File: config.mk
export PLATFORM = sky130hd
export DESIGN_NAME = crc32_byte_update
export DESIGN_NICKNAME = d
export VERILOG_FILES = /design/src/rtl/crc_pkg.sv /design/src/rtl/crc32_byte_update.sv
export SDC_FILE = /design/constraint.sdc
export NUM_CORES = 1
export LEC_CHECK = 0
export ABC_AREA = 1
export CAP_MARGIN = 20
export CORE_MARGIN = 2
export CORE_UTILIZATION = 35
export DETAILED_ROUTE_END_ITERATION = 8
export DONT_BUFFER_PORTS = 1
export PLACE_DENSITY = 0.54
export SETUP_SLACK_MARGIN = 0.05
export SLEW_MARGIN = 10
export SYNTH_ARGS = -nofsm -noshare
export SYNTH_HDL_FRONTEND = slang
export SYNTH_SLANG_ARGS = --single-unit
File: constraint.sdc
create_clock -name vclk -period 2.95
set_input_delay 0.59 -clock vclk [all_inputs]
set_output_delay 0.59 -clock vclk [all_outputs]
set_load 0.01 [all_outputs]
File: src/rtl/crc_pkg.sv
// crc_pkg: shared CRC-32 constants, FSM state type and the byte-wide reflected update
package crc_pkg;
    localparam logic [31:0] CRC32_POLY    = 32'h04C11DB7;
    localparam logic [31:0] CRC32_SEED    = 32'hFFFFFFFF;
    localparam logic [31:0] CRC32_RESIDUE = 32'hDEBB20E3;

    typedef enum logic {ST_IDLE, ST_ACTIVE} rx_state_t;

    function automatic logic [31:0] reflect32(input logic [31:0] v);
        logic [31:0] r;
        for (int i = 0; i < 32; i++) r[i] = v[31-i];
        return r;
    endfunction

    // absorbs one byte LSB-first into a reflected CRC register
    function automatic logic [31:0] crc32_byte(input logic [31:0] crc, input logic [7:0] data, input logic [31:0] poly);
        logic [31:0] c;
        logic [31:0] rp;
        rp = reflect32(poly);
        c = crc ^ {24'h0, data};
        for (int i = 0; i < 8; i++) c = c[0] ? ((c >> 1) ^ rp) : (c >> 1);
        return c;
    endfunction
endpackage

File: src/rtl/crc32_byte_update.sv
// crc32_byte_update: combinational next-CRC from the current register and one data byte
module crc32_byte_update
    import crc_pkg::*;
#(
    parameter logic [31:0] POLY = CRC32_POLY
) (
    input  logic [31:0] i_crc,
    input  logic [7:0]  i_data,
    output logic [31:0] o_crc
);
    assign o_crc = crc32_byte(i_crc, i_data, POLY);
endmodule

==> qor.yml <==
crit_type: "primary input to primary output"
die_y_um: 66.7
worstPathCellList: "inv_1 > nand2_1 > nand2_2 > nand2_1 > nand2_4 > nand2_2 > nand2_2 > xor2_1"
postSynthCellCount: 257
power_density_mw_per_mm2: 270
worstPathArrival_ns: 1.58
nClkBuffers: 0
grt-busiest-layer: "met2"
overflow: 0
finalNetCount: 299
syn_nets: 297
timing.final.max_slew_violations: 0
crit_path_end_kind: "primary output"
sequential_cell_total: 0
cts_setup_buffers: 0
fin_setup_tns_ns: 0
cts_resized: 0
place.gp.congestion: 0.770
antenna_cells: 0
die_x_um: 66.7
detail-route-antenna-nets: 0
rsz0062_at_grt: "false"
ys_seq_area_frac: 0
synth_top_area_frac: 0.333
status: "completed"
setup_ws_ns: 0.776
tightest_slew_ns: 0.293
power.leakage_nw: 0.900
slowest_stage: "xor2_1"
fillers: 422
antenna_found_initial: 0
cts_hold_buffers: 0
peakVddDrop_v: 0.0000809
met1_usage: 0.195
synth.area.top_cells: "nand2_1 33%, xor2_1 15%, inv_1 9.6%"
final_layout_size_suffix_gt1_frac: 0.167
grt_start_max_net_pins: 10
grt_usage: 0.150
io-pin-count: 72
rows: 22
use_met3: 0.0253
drc: 0
relSlewSlack: 0.804
synth_cell_types: 17
ys_warn_count: 0
dp_hpwl_um: 2790
hold_path.class: "primary input to primary output"
totalWireLength_um: 3280
io_buffers: 0
seq_area_um2: 0
cp_num_buf_inv: 1
dr.pass1.iters: 4
path_common_cell: "nand2_2"
final_common_cell: "nand2_1"
setup_viol: 0
min_period_ns: 2.17
pre_cts_ws_ns: 0.762
crit_family: "simple AND/OR/NAND/NOR gates"
vias: 1387
synth_top_area_cell: "nand2_1"
drv_cap: 0
routedWlPerCell_um: 10.8
cpPeakStageDelay_ns: 0.27
die_area_mm2: 0.00444
use_met2: 0.268
hold_viol: 0
drt_iter0_drc: 52
fmax_mhz: 460
initial_core_util: 0.370
synth_area_per_cell_um2: 5.35
syn_area_mm2: 0.00137
core-area_mm2: 0.00372
syn_to_final_growth_pct: 4.37
grt_pass1_vias: 1263
crit_fanout: 8
cp-start-kind: "primary input"
mostFrequentLayoutCells: "122 x nand2_1, 35 x inv_1, 24 x xor2_1"
grt_pass1_wl_um: 5480
crit_required_ns: 2.36
fin_crit_sh: 0.737
viasPerCell: 4.55
cells in the mapped netlist:
cell type and count:
nand2_2 21, nand2_1 122, nand3_1 23, nand3_2 1
xnor3_1 1, nand2_8 2, nand4_1 1, xor2_2 1
xnor2_2 1, nand2_4 11, or2_1 1, inv_2 5
inv_1 35, inv_6 1, xnor2_1 6, or2_0 1
xor2_1 24
cells by family after synthesis:
group                     share of synthesized area
and+or+nand+nor                               0.653
buffers and inverters                         0.116
xor gates and xnor gates                      0.231
power by group:
part | total, W | leakage (nW) | internal [W] | switching, W
Clock | 0 | 0 | 0 | 0
Combinational | 0.000387 | 0.900 | 0.000123 | 0.000264
Sequential | 0 | 0 | 0 | 0
layout make-up:
cell class | count | area (um^2) | area share
Tap cell | 48 | 60.1 | 0.0419
Inverter | 41 | 159 | 0.111
Multi-Input combinational cell | 216 | 1210 | 0.847
per-layer routing:
layer | up-vias | share of wire
met5 | - | 0
met4 | 0 | 0.0064
met3 | 2 | 0.072
met2 | 44 | 0.46
met1 | 580 | 0.46
li1 | 761 | -
per-stage QoR:
step / utilization / area [um^2] / hold slack (ns) / std cells / total power (W)
5_1_grt: 0.386 / 1430 / 1.27 / 305 / 0.000438
2_1_floorplan: - / 1370 / 1.26 / 257 / 0.000337
6_report: 0.386 / 1430 / 1.26 / 305 / 0.000387
4_1_cts: 0.386 / 1430 / 1.26 / 305 / 0.000393
3_5_place_dp: 0.386 / 1430 / 1.26 / 305 / 0.000392
3_3_place_gp: 0.386 / 1430 / 1.26 / 305 / 0.000391
final timing paths:
check | cells after the start | slack, ns | end | start
worst min-delay path | 1 | 1.26 | o_crc[11] | i_crc[19]
worst max-delay path | 8 | 0.78 | o_crc[27] | i_data[1]
No activity file was read; power rests on OpenSTA's default activity.
